--- src/rtl/tournament_bp_if.sv ---
// Lookup/update bundle between the pipeline and the tournament predictor.
// The predictor takes the slave view; the pipeline or bench takes the master view.
interface tournament_bp_if #(
    parameter int PHT_DEPTH = 7,
    parameter int PERF_W    = 32
);
    localparam int META_W = 3 * PHT_DEPTH + 2;

    logic [1:0]        mode;
    logic [31:0]       pc_f;
    logic              lookup_f;
    logic              pred_taken_f;
    logic [META_W-1:0] meta_f;
    logic              upd_valid;
    logic [31:0]       upd_pc;
    logic              upd_taken;
    logic              upd_pred;
    logic [META_W-1:0] upd_meta;
    logic              mispredict;
    logic [PERF_W-1:0] perf_lookup;
    logic [PERF_W-1:0] perf_branch;
    logic [PERF_W-1:0] perf_miss;

    modport slave (
        input  mode, pc_f, lookup_f,
        input  upd_valid, upd_pc, upd_taken, upd_pred, upd_meta,
        output pred_taken_f, meta_f, mispredict,
        output perf_lookup, perf_branch, perf_miss
    );

    modport master (
        output mode, pc_f, lookup_f,
        output upd_valid, upd_pc, upd_taken, upd_pred, upd_meta,
        input  pred_taken_f, meta_f, mispredict,
        input  perf_lookup, perf_branch, perf_miss
    );
endinterface

--- src/rtl/tournament_bp.sv ---
// Tournament direction predictor: gshare + two-level local + chooser.
// Combinational F-stage lookup, M-stage update driven by carried metadata.
module tournament_bp #(
    parameter int PHT_DEPTH = 7,
    parameter int GHR_W     = 7,
    parameter int BHT_DEPTH = 3,
    parameter int CTR_W     = 2,
    parameter int PERF_W    = 32
) (
    input  logic            clk,
    input  logic            rst_n,
    tournament_bp_if.slave  bp
);
    localparam int PHT_N  = 1 << PHT_DEPTH;
    localparam int BHT_N  = 1 << BHT_DEPTH;
    localparam int META_W = 3 * PHT_DEPTH + 2;
    localparam logic [CTR_W-1:0] WNT = CTR_W'((1 << (CTR_W - 1)) - 1);

    logic [CTR_W-1:0]     r_gpht [PHT_N];
    logic [CTR_W-1:0]     r_lpht [PHT_N];
    logic [CTR_W-1:0]     r_cho  [PHT_N];
    logic [PHT_DEPTH-1:0] r_bht  [BHT_N];
    logic [GHR_W-1:0]     r_ghr;
    logic [PERF_W-1:0]    r_plook;
    logic [PERF_W-1:0]    r_pbr;
    logic [PERF_W-1:0]    r_pmiss;

    logic [PHT_DEPTH-1:0] w_cidx;
    logic [PHT_DEPTH-1:0] w_gidx;
    logic [PHT_DEPTH-1:0] w_lidx;
    logic                 w_pg;
    logic                 w_pl;
    logic                 w_choice;
    logic                 w_pred;
    logic [PHT_DEPTH-1:0] w_ugidx;
    logic [PHT_DEPTH-1:0] w_ulidx;
    logic [PHT_DEPTH-1:0] w_ucidx;
    logic                 w_upg;
    logic                 w_upl;
    logic [BHT_DEPTH-1:0] w_ubidx;
    logic                 w_miss;
    logic                 w_unused;

    function automatic logic [CTR_W-1:0] f_sat(
        input logic [CTR_W-1:0] c,
        input logic             up
    );
        logic [CTR_W-1:0] r;
        r = c;
        if (up && !(&c))
            r = c + CTR_W'(1);
        else if (!up && (|c))
            r = c - CTR_W'(1);
        return r;
    endfunction

    assign w_cidx   = bp.pc_f[PHT_DEPTH+1:2];
    assign w_gidx   = w_cidx ^ PHT_DEPTH'(r_ghr);
    assign w_lidx   = r_bht[bp.pc_f[BHT_DEPTH+1:2]];
    assign w_pg     = r_gpht[w_gidx][CTR_W-1];
    assign w_pl     = r_lpht[w_lidx][CTR_W-1];
    assign w_choice = r_cho[w_cidx][CTR_W-1];

    always_comb begin
        w_pred = 1'b0;
        case (bp.mode)
            2'b00:   w_pred = w_choice ? w_pl : w_pg;
            2'b01:   w_pred = w_pg;
            2'b10:   w_pred = w_pl;
            default: w_pred = 1'b0;
        endcase
    end

    assign bp.pred_taken_f = w_pred;
    assign bp.meta_f       = {w_gidx, w_lidx, w_cidx, w_pg, w_pl};

    // Update indices come only from the carried metadata, never from live state.
    assign w_ugidx = bp.upd_meta[META_W-1 -: PHT_DEPTH];
    assign w_ulidx = bp.upd_meta[2*PHT_DEPTH+1 -: PHT_DEPTH];
    assign w_ucidx = bp.upd_meta[PHT_DEPTH+1 -: PHT_DEPTH];
    assign w_upg   = bp.upd_meta[1];
    assign w_upl   = bp.upd_meta[0];
    assign w_ubidx = bp.upd_pc[BHT_DEPTH+1:2];
    assign w_miss  = bp.upd_valid & (bp.upd_taken ^ bp.upd_pred);

    assign bp.mispredict = w_miss;

    always_ff @(posedge clk or negedge rst_n) begin
        if (!rst_n) begin
            for (int i = 0; i < PHT_N; i++) begin
                r_gpht[i] <= WNT;
                r_lpht[i] <= WNT;
                r_cho[i]  <= WNT;
            end
            for (int i = 0; i < BHT_N; i++)
                r_bht[i] <= '0;
            r_ghr <= '0;
        end else if (bp.upd_valid) begin
            r_gpht[w_ugidx] <= f_sat(r_gpht[w_ugidx], bp.upd_taken);
            r_lpht[w_ulidx] <= f_sat(r_lpht[w_ulidx], bp.upd_taken);
            r_bht[w_ubidx]  <= PHT_DEPTH'({r_bht[w_ubidx], bp.upd_taken});
            r_ghr           <= GHR_W'({r_ghr, bp.upd_taken});
            if (w_upg != w_upl)
                r_cho[w_ucidx] <= f_sat(r_cho[w_ucidx],
                                        w_upl == bp.upd_taken);
        end
    end

    always_ff @(posedge clk or negedge rst_n) begin
        if (!rst_n) begin
            r_plook <= '0;
            r_pbr   <= '0;
            r_pmiss <= '0;
        end else begin
            if (bp.lookup_f && !(&r_plook))
                r_plook <= r_plook + PERF_W'(1);
            if (bp.upd_valid && !(&r_pbr))
                r_pbr <= r_pbr + PERF_W'(1);
            if (w_miss && !(&r_pmiss))
                r_pmiss <= r_pmiss + PERF_W'(1);
        end
    end

    assign bp.perf_lookup = r_plook;
    assign bp.perf_branch = r_pbr;
    assign bp.perf_miss   = r_pmiss;

    assign w_unused = ^{bp.pc_f[31:PHT_DEPTH+2], bp.pc_f[1:0],
                        bp.upd_pc[31:BHT_DEPTH+2], bp.upd_pc[1:0]};
endmodule

--- src/flat_wrapper.sv ---
// flat-port wrapper written by rule: the top's interface ports become plain ports
module tournament_bp_flat 
#(
    parameter int PHT_DEPTH = 7,
    parameter int GHR_W     = 7,
    parameter int BHT_DEPTH = 3,
    parameter int CTR_W     = 2,
    parameter int PERF_W    = 32
)
  (clk, rst_n, bp_mode, bp_pc_f, bp_lookup_f, bp_upd_valid, bp_upd_pc, bp_upd_taken, bp_upd_pred, bp_upd_meta, bp_pred_taken_f, bp_meta_f, bp_mispredict, bp_perf_lookup, bp_perf_branch, bp_perf_miss);
  tournament_bp_if #(.PHT_DEPTH(PHT_DEPTH), .PERF_W(PERF_W)) bp_i ();
  input  logic clk;
  input  logic rst_n;
  input wire logic [$bits(bp_i.mode)-1:0] bp_mode;
  input wire logic [$bits(bp_i.pc_f)-1:0] bp_pc_f;
  input wire logic [$bits(bp_i.lookup_f)-1:0] bp_lookup_f;
  input wire logic [$bits(bp_i.upd_valid)-1:0] bp_upd_valid;
  input wire logic [$bits(bp_i.upd_pc)-1:0] bp_upd_pc;
  input wire logic [$bits(bp_i.upd_taken)-1:0] bp_upd_taken;
  input wire logic [$bits(bp_i.upd_pred)-1:0] bp_upd_pred;
  input wire logic [$bits(bp_i.upd_meta)-1:0] bp_upd_meta;
  output wire logic [$bits(bp_i.pred_taken_f)-1:0] bp_pred_taken_f;
  output wire logic [$bits(bp_i.meta_f)-1:0] bp_meta_f;
  output wire logic [$bits(bp_i.mispredict)-1:0] bp_mispredict;
  output wire logic [$bits(bp_i.perf_lookup)-1:0] bp_perf_lookup;
  output wire logic [$bits(bp_i.perf_branch)-1:0] bp_perf_branch;
  output wire logic [$bits(bp_i.perf_miss)-1:0] bp_perf_miss;
  assign bp_i.mode = bp_mode;
  assign bp_i.pc_f = bp_pc_f;
  assign bp_i.lookup_f = bp_lookup_f;
  assign bp_i.upd_valid = bp_upd_valid;
  assign bp_i.upd_pc = bp_upd_pc;
  assign bp_i.upd_taken = bp_upd_taken;
  assign bp_i.upd_pred = bp_upd_pred;
  assign bp_i.upd_meta = bp_upd_meta;
  assign bp_pred_taken_f = bp_i.pred_taken_f;
  assign bp_meta_f = bp_i.meta_f;
  assign bp_mispredict = bp_i.mispredict;
  assign bp_perf_lookup = bp_i.perf_lookup;
  assign bp_perf_branch = bp_i.perf_branch;
  assign bp_perf_miss = bp_i.perf_miss;
  tournament_bp #(.PHT_DEPTH(PHT_DEPTH), .GHR_W(GHR_W), .BHT_DEPTH(BHT_DEPTH), .CTR_W(CTR_W), .PERF_W(PERF_W)) u_core (.clk(clk), .rst_n(rst_n), .bp(bp_i));
endmodule
--- config.mk ---
export PLATFORM = sky130hd
export DESIGN_NAME = tournament_bp_flat
export DESIGN_NICKNAME = d
export VERILOG_FILES = /design/src/rtl/tournament_bp_if.sv /design/src/rtl/tournament_bp.sv /design/src/flat_wrapper.sv
export SDC_FILE = /design/constraint.sdc
export NUM_CORES = 2
export LEC_CHECK = 0
export BUFFER_PORTS_ARGS = -buffer_cell sky130_fd_sc_hd__buf_2
export CORE_MARGIN = 1.5
export CORE_UTILIZATION = 40
export CTS_BUF_LIST = sky130_fd_sc_hd__clkbuf_4 sky130_fd_sc_hd__clkbuf_8
export CTS_CLUSTER_SIZE = 25
export DETAILED_ROUTE_END_ITERATION = 8
export GPL_TIMING_DRIVEN = 0
export SLEW_MARGIN = 30
export SYNTH_ARGS = -nofsm -noshare
export SYNTH_HDL_FRONTEND = slang
export SYNTH_SLANG_ARGS = --single-unit
--- constraint.sdc ---
create_clock -name clk -period 3.5 [get_ports clk]
set_input_delay 0.35 -clock clk [delete_from_list [all_inputs] [get_ports clk]]
set_output_delay 0.35 -clock clk [all_outputs]
set_load 0.05 [all_outputs]
-- After elaboration in Yosys (flattened, before gate mapping)
Cells that the tools add are included.
- flip-flop bits (word level): 927
- add/subtract/negate cells: 9
- $lt $le $gt $ge: 12
- equal/unequal tests: 4
- muxes and demuxes: 48
- bitwise logic cells: 11
- reductions and logical operators: 32
- operators with widths (cell ; count):
    $bwmux 256 ; 3
    $add 32x1->32 const B ; 3
    $reduce_and 32->1 ; 3
    $bmux 2 s7 ; 6
    $bwmux 56 ; 1
    $mux 2 ; 25
    $ge 8x8->1 const B ; 6
    $not 7->8 ; 6
    $bmux 7 s3 ; 2
    $demux 2 s7 ; 3
    $lt 8x1->1 const B ; 3
    $demux 7 s3 ; 1
    $mux 7 ; 3
    $logic_and 1x1->1 ; 13
    $mux 6 ; 2
    $ge 4x4->1 const B ; 2
    $logic_not 1->1 ; 8
    $not 3->4 ; 2
    $reduce_and 2->1 ; 4
    $xor 7x7->7 ; 1
    $add 2x1->2 const B ; 3
    $reduce_or 2->1 ; 3
    $sub 2x1->2 const B ; 3
    $lt 4x1->1 const B ; 1
    other kinds (9) ; 9

-- Depth between registers and ports, before layout
- depth in word-level cells: 11
- gate-level depth with buffers: 20
- mapped depth without buffers: 13

-- Worst setup path before layout
No wires, ideal clock.
- kind: input to output
- start: input bp_pc_f[2]
- end: output bp_pred_taken_f
- arrival time: 4216 ps
- setup slack: -1066 ps
- stages: 13
- cells stage by stage: clkbuf_1 buf_2 mux4_2 clkbuf_1 inv_2 buf_2 buf_1 nand2_1 nand3_1 nand4_1 nand4_1 o21ai_1 o32ai_1
- longest elaborated chain between the ends: 10
- elaborated cells between the ends (all ways): 19
- those cells by class: mux (14); bitwise (5)
- ends and longest elaborated chain (element ; RTL line ; RTL):
    start, declared ; flat_wrapper.sv:15 ; input wire logic [$bits(bp_i.pc_f)-1:0] bp_pc_f;
    $not 3->4 (implied by the code) (*) ; tournament_bp.sv:59 ; assign w_lidx = r_bht[bp.pc_f[BHT_DEPTH+1:2]];
    $bmux 7 s3 (*) ; tournament_bp.sv:59 ;
    $mux 7 (implied by the code) (*) (2 in a row) ; tournament_bp.sv:59 ;
    via bp_meta_f[9] ; flat_wrapper.sv:23 ; output wire logic [$bits(bp_i.meta_f)-1:0] bp_meta_f;
    $not 7->8 (implied by the code) (*) ; tournament_bp.sv:61 ; assign w_pl = r_lpht[w_lidx][CTR_W-1];
    $bmux 2 s7 (*) ; tournament_bp.sv:61 ;
    $mux 2 (implied by the code) (*) (2 in a row) ; tournament_bp.sv:61 ;
    $mux 1 ; tournament_bp.sv:67 ; 2'b00: w_pred = w_choice ? w_pl : w_pg;
    $pmux 1 s3 (*) ; tournament_bp.sv:66 ; case (bp.mode)
    end, declared ; flat_wrapper.sv:22 ; output wire logic [$bits(bp_i.pred_taken_f)-1:0] bp_pred_taken_f;
The timed path passes the listed nets; every way through them passes the cells marked *. The select of a mux whose other input is x is not followed.

-- Worst setup path in the final report
- start: register u_core.r_bht[14] (netlist name)
- end: output bp_pred_taken_f
- longest elaborated chain between the ends: 9
- ends and longest elaborated chain (element ; RTL line ; RTL):
    start, declared ; tournament_bp.sv:22 ; logic [PHT_DEPTH-1:0] r_bht [BHT_N];
    start signal, assigned by index ; tournament_bp.sv:101 ; r_bht[w_ubidx] <= PHT_DEPTH'({r_bht[w_ubidx], bp.upd_taken});
    $bmux 7 s3 (*) ; tournament_bp.sv:59 ;
    $mux 7 (implied by the code) (*) (2 in a row) ; tournament_bp.sv:59 ;
    $not 7->8 (implied by the code) (*) ; tournament_bp.sv:61 ;
    $bmux 2 s7 (*) ; tournament_bp.sv:61 ;
    $mux 2 (implied by the code) (*) (2 in a row) ; tournament_bp.sv:61 ;
    $mux 1 ; tournament_bp.sv:67 ;
    $pmux 1 s3 (*) ; tournament_bp.sv:66 ;
Mark *: on every way between the ends. The rest lies on a longest branch, timed or not. The select of a mux whose other input is x is not followed.

==> results.json <==
{
  "critical_path_required_ns": 3.15,
  "switching_share_pct": 32.9,
  "antenna_found_initial": 7,
  "tns_ns": -97.76,
  "finalHoldViolCount": 0,
  "cts_sinks": 927,
  "finClkSkew_ns": 0.0489,
  "critical_path_class": "register to output port",
  "pwr-share-clk_pct": 33.3,
  "avgSynthCellArea_um2": 11.1,
  "p_int_uw": 23000,
  "die_h_um": 346,
  "cts_buffer_depth": 3,
  "cp_max_fo": 6,
  "p_leak_uw": 0.0251,
  "fp-row-count": 125,
  "finalSetupViolCount": 699,
  "min_period_over_period_pct": 121,
  "areaGrowthSynthToFinish_pct": 26.0,
  "synth_most_common_cell": "nand2_1",
  "gp_congestion": 0.987,
  "drc": 0,
  "cts_tree": "built",
  "critPathLaunchType": "register",
  "tightest_slew_ns": 1.18,
  "async_reset_ff_share_pct": 100,
  "cts_buffers": 163,
  "crit_path_top_delay_cell": "mux4_2",
  "synth.area.top_cells": "dfrtp_1 (29%), dfstp_2 (21%), mux2_2 (14%)",
  "cts-htree-levels": 4,
  "grt_first_pass_wirelength_um": 256000,
  "maxSlewHeadroom_pct": 21.5,
  "crit_top_cell": "mux2i_1",
  "maxSlewViolCount": 0,
  "p_sw_uw": 11300,
  "wirelength_um": 179000,
  "clk_pin_slew_worst_paths_ns": 0.06,
  "grt_use_met2_pct": 42.0,
  "portBuffers": 149,
  "initial_core_util_pct": 40.5,
  "grt.met3_usage_pct": 8.51,
  "clockRootBuffer": "clkbuf_8",
  "antenna_left": 0,
  "slowest_delay_ns": 0.61,
  "min_period_ns": 4.23,
  "crit_path_cell_trace": "mux2i_1 -> mux4_2 -> inv_4 -> buf_12 -> mux2i_1 -> a222oi_1 -> a211oi_2 -> nand4_1 -> o21ai_4 -> o32ai_4 -> buf_6",
  "synth_common_cells": "nand2_1 (763), mux2_2 (600), dfrtp_1 (543), dfstp_2 (384), o21ai_0 (258)",
  "rsz0062_at_grt": "yes",
  "finalNetCount": 4824,
  "grt_overflow_total": 0,
  "power_density_nw_per_um2": 576,
  "synth_top_flop_cell": "dfrtp_1",
  "die_area_um2": 120000,
  "busiest_layer": "met2",
  "synth_area_um2": 47200,
  "ios": 216,
  "synth_edf_count": 0,
  "end_kind": "output port",
  "utilization_pct": 51.0,
  "grt_pass1_vias": 38300,
  "synth_cell_types": 73,
  "synth_largest_area_cell": "dfrtp_1",
  "synth_nets": 4350,
  "vias": 39600,
  "clk_latency_ns": 0.92,
  "drive_above_1_share_pct": 46.6,
  "seq_power_share_pct": 38.3,
  "post-dp-hpwl_um": 113000,
  "setup_ws_ns": -0.733,
  "routed_via_density": 6.20,
  "yosys_warnings": 0,
  "yosys_register_bits": 927,
  "grt.total_usage_pct": 28.5,
  "core_area_um2": 117000,
  "ys_seq_area_share_pct": 50.2,
  "power_frac_comb_pct": 28.4,
  "synth_cells": 4246,
  "outcome": "finished, violations left",
  "drtIter0Drc": 4435,
  "cp_data_arrival_time_ns": 3.88,
  "yosysTopAreaCellShare_pct": 28.8,
  "max-cap-violations": 0,
  "ir_drop_mv": 0.513,
  "hp-class": "input pin to register",
  "grt_max_degree": 119,
  "grt_use_met1_pct": 38.1,
  "die_w_um": 346,
  "fmax_mhz": 236,
  "wl_per_cell_um": 28.0,
  "violations": "setup timing",
  "drtPass1Iterations": 6
}
-- routing by layer --
| layer | part of all wire [%] | routed length, µm |
|---|---|---|
| met2 | 43 | 77700 |
| met5 | 0.036 | 65 |
| met4 | 5.8 | 10400 |
| met3 | 11 | 20000 |
| met1 | 39 | 70600 |
-- power by group through the flow --
stage / combinational, µW / clock (µW) / sequential [µW]
floorplan: 3690 / 0 / 13300
global placement: 6280 / 0 / 13200
detailed placement: 6410 / 0 / 13200
CTS: 8310 / 11500 / 13100
global route: 10100 / 12100 / 13300
finish: 9740 / 11400 / 13100
-- stage by stage --
stage	std cells	cell area, µm²	power, µW	setup WS (ns)	hold WS [ns]
after floorplan	4246	47300	17000	-0.00208	0.0544
after detailed placement	5933	50400	19600	-2.16	0.308
after CTS	6318	56900	32900	-0.707	0.0264
after global routing	6385	59400	35400	-0.757	0.0665
final	6388	59400	34300	-0.733	0.0913
after global placement	5919	50000	19500	-18.23	0.459
-- flip-flops by register name, indices dropped and copies added, names as in the netlist --
signal,flops
u_core.bp.perf_lookup,32
u_core.r_ghr,7
u_core.r_gpht,256
u_core.r_cho,256
u_core.bp.perf_miss,32
u_core.bp.perf_branch,32
u_core.r_lpht,256
u_core.r_bht,56
-- timing repair --
action / in CTS / in global routing
gates resized for setup: 565 / 556
setup buffers: 49 / 45
cloned: 28 / 39
pin swaps: 35 / 152
hold buffers: 6 / 0
setup endpoints to repair: 772 / 763
hold endpoints to repair: 289 / 0
-- layout make-up --
| cell class | count | area [µm²] |
|---|---|---|
| Fill cell | 10200 | 57100 |
| Clock buffer | 268 | 3290 |
| Sequential cell | 927 | 23700 |
| Multi-Input combinational cell | 2996 | 23900 |
| Buffer | 282 | 2490 |
| Tap cell | 1524 | 1910 |
| Antenna cell | 5 | 12.5 |
| Clock inverter | 36 | 414 |
| Inverter | 32 | 125 |
| Timing Repair Buffer | 318 | 3610 |
-- kinds of logic (layout without fill, tap and decap cells) --
logic type	count (synthesis)	after routing	synth area share, %
muxes	786	786	21.6
and+or+nand+nor	1334	1334	12.3
xor gates and xnor gates	106	106	1.97
adders and majority gates	9	9	0.239
other	0	5	0
DFF	927	927	50.2
AOI/OAI and AO/OA	761	761	10.7
buffers and inverters	323	936	2.98
-- placed cells by master (no fill, tap or decap), drive strengths merged, types with 27 or more instances in the layout --
cell type / count
mux2i: 59
nand4: 45
dfstp: 384
o21ai: 262
nand2: 763
buf: 435
dfrtp: 543
nor2: 241
xor2: 36
a221oi: 62
mux4: 126
nand3: 98
mux2: 601
xnor2: 70
and3: 27
clkbuf: 428
a22oi: 183
and2: 31
inv: 33
a21oi: 97
-- path summary, 6_finish.rpt --
kind	to	from	depth (start not counted)	slack, ns
max	bp_pred_taken_f	u_core.r_bht[14]	11	-0.73
min	u_core.r_bht[41]	bp_upd_pc[4]	5	0.09
max reg2reg	u_core.r_gpht[203]	u_core.r_gpht[140]	16	-0.25
min reg2reg	u_core.r_lpht[134]	u_core.r_lpht[134]	2	0.47
max in group asynchronous	u_core.r_gpht[195]	rst_n	7	0.57
min in group asynchronous	u_core.r_cho[213]	rst_n	3	0.52
-- worst max-delay path, delay by kind of cell (launching register included) --
family / cells / cell delay (ns)
buf+inv: 3 / 0.46
mux: 3 / 0.89
simple gates: 1 / 0.37
compound gates: 4 / 0.92
flops: 1 / 0.36
Power figures use the tool's default switching activity.
